**src/rtl/id_ex_pipe_reg_pkg.sv**
```systemverilog
// Purpose: shared widths, opcode constants and slot state encoding for the ID->EX register.
// Latency: n/a (declarations only).
// Backpressure: n/a.
package id_ex_pipe_reg_pkg;

  localparam int ALUOP_W_DEF    = 8;
  localparam int DATA_W_DEF     = 32;
  localparam int REG_ADDR_W_DEF = 5;

  // Opcode the payload register holds out of reset.
  localparam logic [7:0] ALUOP_NOP = 8'h00;

  typedef enum logic [1:0] {
    ST_EMPTY = 2'd0,
    ST_FULL  = 2'd1,
    ST_SKID  = 2'd2
  } slot_state_e;

  // Packed payload: {aluop, rs, rt, w_reg_addr, wd, next_in_delayslot, now_in_delayslot}.
  function automatic int payload_w(input int aluop_w, input int data_w, input int reg_addr_w);
    return aluop_w + 2 * data_w + reg_addr_w + 3;
  endfunction

endpackage

```
**src/rtl/id_ex_pipe_reg_if.sv**
```systemverilog
// Purpose: ID->EX handshake and payload bundle; slave modport is the pipeline register side.
// Latency: n/a (wires only).
// Backpressure: id_valid/id_ready on the ID side, ex_valid/ex_ready on the EX side.
interface id_ex_pipe_reg_if import id_ex_pipe_reg_pkg::*; #(
  parameter int ALUOP_W    = ALUOP_W_DEF,
  parameter int DATA_W     = DATA_W_DEF,
  parameter int REG_ADDR_W = REG_ADDR_W_DEF
) ();

  logic                  id_valid;
  logic                  id_ready;
  logic [ALUOP_W-1:0]    id_aluop;
  logic [DATA_W-1:0]     id_rs_data;
  logic [DATA_W-1:0]     id_rt_data;
  logic [REG_ADDR_W-1:0] id_w_reg_addr;
  logic                  id_wd;
  logic                  id_next_in_delayslot;
  logic                  id_now_in_delayslot;

  logic                  ex_valid;
  logic                  ex_ready;
  logic [ALUOP_W-1:0]    ex_aluop;
  logic [DATA_W-1:0]     ex_rs_data;
  logic [DATA_W-1:0]     ex_rt_data;
  logic [REG_ADDR_W-1:0] ex_w_reg_addr;
  logic                  ex_wd;
  logic                  ex_next_in_delayslot;
  logic                  ex_now_in_delayslot;

  // Environment side: drives ID beats and EX ready.
  modport master (
    output id_valid, id_aluop, id_rs_data, id_rt_data, id_w_reg_addr, id_wd,
           id_next_in_delayslot, id_now_in_delayslot, ex_ready,
    input  id_ready, ex_valid, ex_aluop, ex_rs_data, ex_rt_data, ex_w_reg_addr, ex_wd,
           ex_next_in_delayslot, ex_now_in_delayslot
  );

  // Pipeline register side.
  modport slave (
    input  id_valid, id_aluop, id_rs_data, id_rt_data, id_w_reg_addr, id_wd,
           id_next_in_delayslot, id_now_in_delayslot, ex_ready,
    output id_ready, ex_valid, ex_aluop, ex_rs_data, ex_rt_data, ex_w_reg_addr, ex_wd,
           ex_next_in_delayslot, ex_now_in_delayslot
  );

endinterface

```
**src/rtl/id_ex_payload_slot.sv**
```systemverilog
// Purpose: one payload register; loads on load, kill clears only the write-back enable bit.
// Latency: 1 cycle from load to q.
// Backpressure: none; the owner decides when to load.
// Ports: clk, rst (sync, active-high), load, kill, d -> q.
module id_ex_payload_slot #(
  parameter int           W       = 8,
  parameter int           WD_BIT  = 2,
  parameter logic [W-1:0] RST_VAL = '0
) (
  input  logic         clk,
  input  logic         rst,
  input  logic         load,
  input  logic         kill,
  input  logic [W-1:0] d,
  output logic [W-1:0] q
);

  // kill beats load: a beat offered during a flush must not land here,
  // and whatever is held can no longer write back.
  always_ff @(posedge clk) begin
    if (rst) begin
      q <= RST_VAL;
    end else if (kill) begin
      q[WD_BIT] <= 1'b0;
    end else if (load) begin
      q <= d;
    end
  end

endmodule

```
**src/rtl/id_ex_pipe_reg.sv**
```systemverilog
// Purpose: ID->EX pipeline register with valid/ready handshake, flush-kill and optional skid entry.
// Latency: 1 cycle from accept to ex_valid when the main slot is empty or being consumed.
// Backpressure: default build id_ready = !ex_valid || ex_ready; with ID_EX_SKID_EN id_ready = !skid_valid.
// Ports: clk, rst (sync, active-high), flush, bus (id_ex_pipe_reg_if.slave: id_* in, ex_* out).
// Build option: define ID_EX_SKID_EN to add the skid entry and cut the ex_ready->id_ready path.
module id_ex_pipe_reg import id_ex_pipe_reg_pkg::*; #(
  parameter int ALUOP_W    = ALUOP_W_DEF,
  parameter int DATA_W     = DATA_W_DEF,
  parameter int REG_ADDR_W = REG_ADDR_W_DEF
) (
  input  logic           clk,
  input  logic           rst,
  input  logic           flush,
  id_ex_pipe_reg_if.slave bus
);

  localparam int PAY_W  = payload_w(ALUOP_W, DATA_W, REG_ADDR_W);
  localparam int WD_BIT = 2;
  // NOP opcode in the aluop field, every other bit zero.
  localparam logic [PAY_W-1:0] RST_PAY = PAY_W'(ALUOP_NOP) << (PAY_W - ALUOP_W);

  slot_state_e      state_q, state_d;
  logic             accept, consume;
  logic             main_load;
  logic [PAY_W-1:0] id_pay, main_d, main_q;

  assign id_pay = {bus.id_aluop, bus.id_rs_data, bus.id_rt_data, bus.id_w_reg_addr,
                   bus.id_wd, bus.id_next_in_delayslot, bus.id_now_in_delayslot};

  assign accept   = bus.id_valid && bus.id_ready;
  assign consume  = bus.ex_valid && bus.ex_ready;
  assign bus.ex_valid = (state_q != ST_EMPTY);

`ifdef ID_EX_SKID_EN
  logic             skid_load;
  logic [PAY_W-1:0] skid_q;

  // Depends only on state and rst, so EX readiness never ripples back to ID in the same cycle.
  assign bus.id_ready = !rst && (state_q != ST_SKID);
  // Draining the skid entry refills main from skid; otherwise main takes the incoming beat.
  assign main_d       = (state_q == ST_SKID) ? skid_q : id_pay;
`else
  assign bus.id_ready = !rst && (!bus.ex_valid || bus.ex_ready);
  assign main_d       = id_pay;
`endif

  always_ff @(posedge clk) begin
    if (rst) begin
      state_q <= ST_EMPTY;
    end else begin
      state_q <= state_d;
    end
  end

  always_comb begin
    state_d   = state_q;
    main_load = 1'b0;
`ifdef ID_EX_SKID_EN
    skid_load = 1'b0;
`endif
    if (flush) begin
      // A consume in this cycle still completes on the EX side; nothing new is kept.
      state_d = ST_EMPTY;
    end else begin
      case (state_q)
        ST_EMPTY: begin
          if (accept) begin
            state_d   = ST_FULL;
            main_load = 1'b1;
          end
        end
        ST_FULL: begin
`ifdef ID_EX_SKID_EN
          if (accept && consume) begin
            main_load = 1'b1;
          end else if (accept) begin
            state_d   = ST_SKID;
            skid_load = 1'b1;
          end else if (consume) begin
            state_d = ST_EMPTY;
          end
`else
          // Without skid, accept in FULL implies consume (id_ready needs ex_ready).
          if (accept) begin
            main_load = 1'b1;
          end else if (consume) begin
            state_d = ST_EMPTY;
          end
`endif
        end
`ifdef ID_EX_SKID_EN
        ST_SKID: begin
          if (consume) begin
            state_d   = ST_FULL;
            main_load = 1'b1;
          end
        end
`endif
        default: state_d = ST_EMPTY;
      endcase
    end
  end

  id_ex_payload_slot #(
    .W       (PAY_W),
    .WD_BIT  (WD_BIT),
    .RST_VAL (RST_PAY)
  ) u_main_slot (
    .clk  (clk),
    .rst  (rst),
    .load (main_load),
    .kill (flush),
    .d    (main_d),
    .q    (main_q)
  );

`ifdef ID_EX_SKID_EN
  id_ex_payload_slot #(
    .W       (PAY_W),
    .WD_BIT  (WD_BIT),
    .RST_VAL (RST_PAY)
  ) u_skid_slot (
    .clk  (clk),
    .rst  (rst),
    .load (skid_load),
    .kill (flush),
    .d    (id_pay),
    .q    (skid_q)
  );
`endif

  assign {bus.ex_aluop, bus.ex_rs_data, bus.ex_rt_data, bus.ex_w_reg_addr,
          bus.ex_wd, bus.ex_next_in_delayslot, bus.ex_now_in_delayslot} = main_q;

endmodule
```
**src/flat_wrapper.sv**
```systemverilog
// flat-port wrapper written by rule: the top's interface ports become plain ports
module id_ex_pipe_reg_flat import id_ex_pipe_reg_pkg::*;
#(
  parameter int ALUOP_W    = ALUOP_W_DEF,
  parameter int DATA_W     = DATA_W_DEF,
  parameter int REG_ADDR_W = REG_ADDR_W_DEF
)
  (clk, rst, flush, bus_id_valid, bus_id_aluop, bus_id_rs_data, bus_id_rt_data, bus_id_w_reg_addr, bus_id_wd, bus_id_next_in_delayslot, bus_id_now_in_delayslot, bus_ex_ready, bus_id_ready, bus_ex_valid, bus_ex_aluop, bus_ex_rs_data, bus_ex_rt_data, bus_ex_w_reg_addr, bus_ex_wd, bus_ex_next_in_delayslot, bus_ex_now_in_delayslot);
  id_ex_pipe_reg_if #(.ALUOP_W(ALUOP_W), .DATA_W(DATA_W), .REG_ADDR_W(REG_ADDR_W)) bus_i ();
  input  logic clk;
  input  logic rst;
  input  logic flush;
  input wire logic [$bits(bus_i.id_valid)-1:0] bus_id_valid;
  input wire logic [$bits(bus_i.id_aluop)-1:0] bus_id_aluop;
  input wire logic [$bits(bus_i.id_rs_data)-1:0] bus_id_rs_data;
  input wire logic [$bits(bus_i.id_rt_data)-1:0] bus_id_rt_data;
  input wire logic [$bits(bus_i.id_w_reg_addr)-1:0] bus_id_w_reg_addr;
  input wire logic [$bits(bus_i.id_wd)-1:0] bus_id_wd;
  input wire logic [$bits(bus_i.id_next_in_delayslot)-1:0] bus_id_next_in_delayslot;
  input wire logic [$bits(bus_i.id_now_in_delayslot)-1:0] bus_id_now_in_delayslot;
  input wire logic [$bits(bus_i.ex_ready)-1:0] bus_ex_ready;
  output wire logic [$bits(bus_i.id_ready)-1:0] bus_id_ready;
  output wire logic [$bits(bus_i.ex_valid)-1:0] bus_ex_valid;
  output wire logic [$bits(bus_i.ex_aluop)-1:0] bus_ex_aluop;
  output wire logic [$bits(bus_i.ex_rs_data)-1:0] bus_ex_rs_data;
  output wire logic [$bits(bus_i.ex_rt_data)-1:0] bus_ex_rt_data;
  output wire logic [$bits(bus_i.ex_w_reg_addr)-1:0] bus_ex_w_reg_addr;
  output wire logic [$bits(bus_i.ex_wd)-1:0] bus_ex_wd;
  output wire logic [$bits(bus_i.ex_next_in_delayslot)-1:0] bus_ex_next_in_delayslot;
  output wire logic [$bits(bus_i.ex_now_in_delayslot)-1:0] bus_ex_now_in_delayslot;
  assign bus_i.id_valid = bus_id_valid;
  assign bus_i.id_aluop = bus_id_aluop;
  assign bus_i.id_rs_data = bus_id_rs_data;
  assign bus_i.id_rt_data = bus_id_rt_data;
  assign bus_i.id_w_reg_addr = bus_id_w_reg_addr;
  assign bus_i.id_wd = bus_id_wd;
  assign bus_i.id_next_in_delayslot = bus_id_next_in_delayslot;
  assign bus_i.id_now_in_delayslot = bus_id_now_in_delayslot;
  assign bus_i.ex_ready = bus_ex_ready;
  assign bus_id_ready = bus_i.id_ready;
  assign bus_ex_valid = bus_i.ex_valid;
  assign bus_ex_aluop = bus_i.ex_aluop;
  assign bus_ex_rs_data = bus_i.ex_rs_data;
  assign bus_ex_rt_data = bus_i.ex_rt_data;
  assign bus_ex_w_reg_addr = bus_i.ex_w_reg_addr;
  assign bus_ex_wd = bus_i.ex_wd;
  assign bus_ex_next_in_delayslot = bus_i.ex_next_in_delayslot;
  assign bus_ex_now_in_delayslot = bus_i.ex_now_in_delayslot;
  id_ex_pipe_reg #(.ALUOP_W(ALUOP_W), .DATA_W(DATA_W), .REG_ADDR_W(REG_ADDR_W)) u_core (.clk(clk), .rst(rst), .flush(flush), .bus(bus_i));
endmodule
```
**config.mk**
```make
export PLATFORM = sky130hd
export DESIGN_NAME = id_ex_pipe_reg_flat
export DESIGN_NICKNAME = d
export VERILOG_FILES = /design/src/rtl/id_ex_pipe_reg_pkg.sv /design/src/rtl/id_ex_pipe_reg_if.sv /design/src/rtl/id_ex_payload_slot.sv /design/src/rtl/id_ex_pipe_reg.sv /design/src/flat_wrapper.sv
export SDC_FILE = /design/constraint.sdc
export NUM_CORES = 1
export LEC_CHECK = 0
export CAP_MARGIN = 40
export CORE_ASPECT_RATIO = 1.2
export CORE_MARGIN = 2
export CORE_UTILIZATION = 45
export DETAILED_ROUTE_END_ITERATION = 8
export PLACE_DENSITY_LB_ADDON = 0.08
export RECOVER_POWER = 50
export SYNTH_ARGS = -nofsm -noshare
export SYNTH_HDL_FRONTEND = slang
export SYNTH_HIERARCHICAL = 1
export SYNTH_SLANG_ARGS = --single-unit
```
**constraint.sdc**
```tcl
create_clock -name clk -period 3.6 [get_ports clk]
set_clock_uncertainty 0.05 [all_clocks]
set_input_delay 0.36 -clock clk [delete_from_list [all_inputs] [get_ports clk]]
set_output_delay 0.36 -clock clk [all_outputs]
set_load 0.005 [all_outputs]
```
==> flow_summary.json <==
{
  "start_util_pct": 46.2,
  "clock.fmax_ghz": 0.412,
  "finalCritPeriodShare_pct": 67.5,
  "postSynthAreaPerCell_um2": 10.1,
  "dr_total_vias": 3219,
  "critPathCaptureType": "register",
  "seq_area_frac_synth_pct": 43.5,
  "rsz0062_at_grt": "false",
  "synth_area_um2": 3730,
  "yosys_most_used_dff": "dfxtp_1",
  "hold_ws_ns": 0.228,
  "cts_resized": 0,
  "grt_max_degree": 115,
  "async_reset_ff_share_pct": 0,
  "route.met3.wl_um": 644,
  "detail_route.vias_per_cell": 5.29,
  "start_kind": "primary input",
  "tns_ns": 0,
  "hold_buffers": 0,
  "yosysMostFrequentCell": "dfxtp_1",
  "synth.largest_area_cell": "dfxtp_1",
  "syn-num-nets": 454,
  "synth_cell_types": 18,
  "antenna_found_initial": 0,
  "die_h_um": 104,
  "drcViolationCount": 0,
  "wl_per_cell_um": 15.5,
  "cp.arrival_ns": 2.59,
  "irDropWorstVdd_uv": 201,
  "grtUsageTotal_pct": 20.4,
  "outcome": "finished clean",
  "finalCriticalPeriod_ns": 2.43,
  "syn_inst": 369,
  "drv_slew": 0,
  "reg2reg_slack_ns": 1.38,
  "drive_above_1_share_pct": 6.82,
  "cts_sinks": 81,
  "numCtsBuffers": 9,
  "synth_area_leaders": "dfxtp_1 43%, nand4bb_1 24%, nand2b_1 13%",
  "top_layer_used": "met4",
  "grt_pass1_vias": 3078,
  "core_area_um2": 8060,
  "crit_fanout": 40,
  "yosys_warnings": 6,
  "worst_pin_slew_ns": 0.832,
  "cts_setup_buffers": 0,
  "pin_count": 167,
  "power.leakage_nw": 2.13,
  "maxCapViolCount": 0,
  "cp.required_ns": 3.76,
  "antenna_cells": 0,
  "dr.pass1.iters": 4,
  "cts_tree": "yes",
  "die_w_um": 87.1,
  "power_mw": 2.11,
  "synth_edf_count": 0,
  "clkSlewWorstSetupHoldPaths_ns": 0.08,
  "initialDrtViolationCount": 205,
  "io_buffers": 166,
  "core.rowCount": 36,
  "htreeDepth": 3,
  "clock-root-buffer": "clkbuf_8",
  "worst-setup-path-type": "in -> reg",
  "max_slew_margin_pct": 44.5,
  "hold_viol": 0,
  "cts_buffer_depth": 2,
  "finalSetupViolCount": 0,
  "synth.top_cell.area_share_pct": 43.5,
  "clock_latency_ns": 0.34,
  "met1_length_mm": 4.19,
  "power_density_nw_per_um2": 376,
  "hp-class": "in -> reg",
  "route.met2.wl_mm": 4.49,
  "grt_pass1_wl_mm": 15.1,
  "syn2layout_area_growth_pct": 50.9,
  "place.gp.congestion": 0.728,
  "yosys-top-cells-count": "81 x dfxtp_1, 79 x nand2b_1, 79 x nand4bb_1",
  "nets": 593,
  "wl_mm": 9.45,
  "grt.overflow.total": 0,
  "ys_seq_elements": 81,
  "dpl.hpwl_mm": 5.94,
  "dieArea_um2": 9030,
  "postRouteAntennaNets": 0,
  "nFillCells": 613
}
## routing by layer
metal,vias up,GRT usage (%)
li1,1596,-
met1,1506,27.5
met5,-,0
met4,0,6.26
met2,105,31.7
met3,12,5.58
## metrics by stage
stage / worst slack (ns) / cell area, um2 / utilization (%) / cells
after global placement: 0.911 / 5310 / 65.8 / 591
final: 1.17 / 5630 / 69.8 / 608
after floorplan: 2.17 / 3730 / - / 369
after global routing: 1.02 / 5630 / 69.8 / 608
after CTS: 1.23 / 5630 / 69.8 / 608
after detailed placement: 0.862 / 5340 / 66.2 / 592
## cell families after synthesis
logic type | count (synthesis) | synth area share, %
AND/OR/NAND/NOR | 164 | 38.4
flip-flops | 81 | 43.5
AO/OA/AOI/OAI | 80 | 11.8
buffers and inverters | 43 | 6.01
multiplexers | 1 | 0.268
## sequential cells by signal, summed over array words and instances (netlist names)
register	flops
u_core/u_main_slot/q	80
u_core/state_q	1
## cell type report
cell class	count	area, um2	share of cell area (%)
timing repair buffer	171	1710	30.4
sequential	81	1620	28.8
clock inverter	5	150	2.67
clock buffer	11	141	2.51
multi-input combinational	245	1880	33.5
tap	95	119	2.11
## worst max-delay path, cell delays in order
cell and delay [ns]:
dlygate4sd3_1 0.57, nor2b_4 0.05, and3b_2 0.24, nor2b_4 0.64, buf_4 0.51, o21ai_0 0.18
## power by group
part	internal, mW	switching (mW)	total, mW
Clock	0.621	0.328	0.949
Combinational	0.160	0.0823	0.242
Sequential	0.914	0.00894	0.923
## cells in the final DEF, fill, tap and decap left out
cell type,n
o21ai_1,4
mux2i_1,1
buf_4,5
clkbuf_8,10
buf_2,1
nor2_1,2
dlygate4sd3_1,81
and3b_2,1
nand2b_1,79
o21ai_0,65
bufinv_16,5
clkdlybuf4s50_1,83
dfxtp_1,81
nor2b_4,2
nand4bb_1,79
o21ai_2,10
nor3_1,1
o21a_1,1
buf_16,1
clkbuf_1,1
## worst paths after layout
path / from / to / depth (start not counted)
min: flush / u_core/state_q[0] / 3
max reg2reg: u_core/state_q[0] / u_core/u_main_slot/q[76] / 5
max: bus_ex_ready / u_core/u_main_slot/q[76] / 6
min reg2reg: u_core/u_main_slot/q[56] / u_core/u_main_slot/q[56] / 2
(Power assumes the default switching activity.)
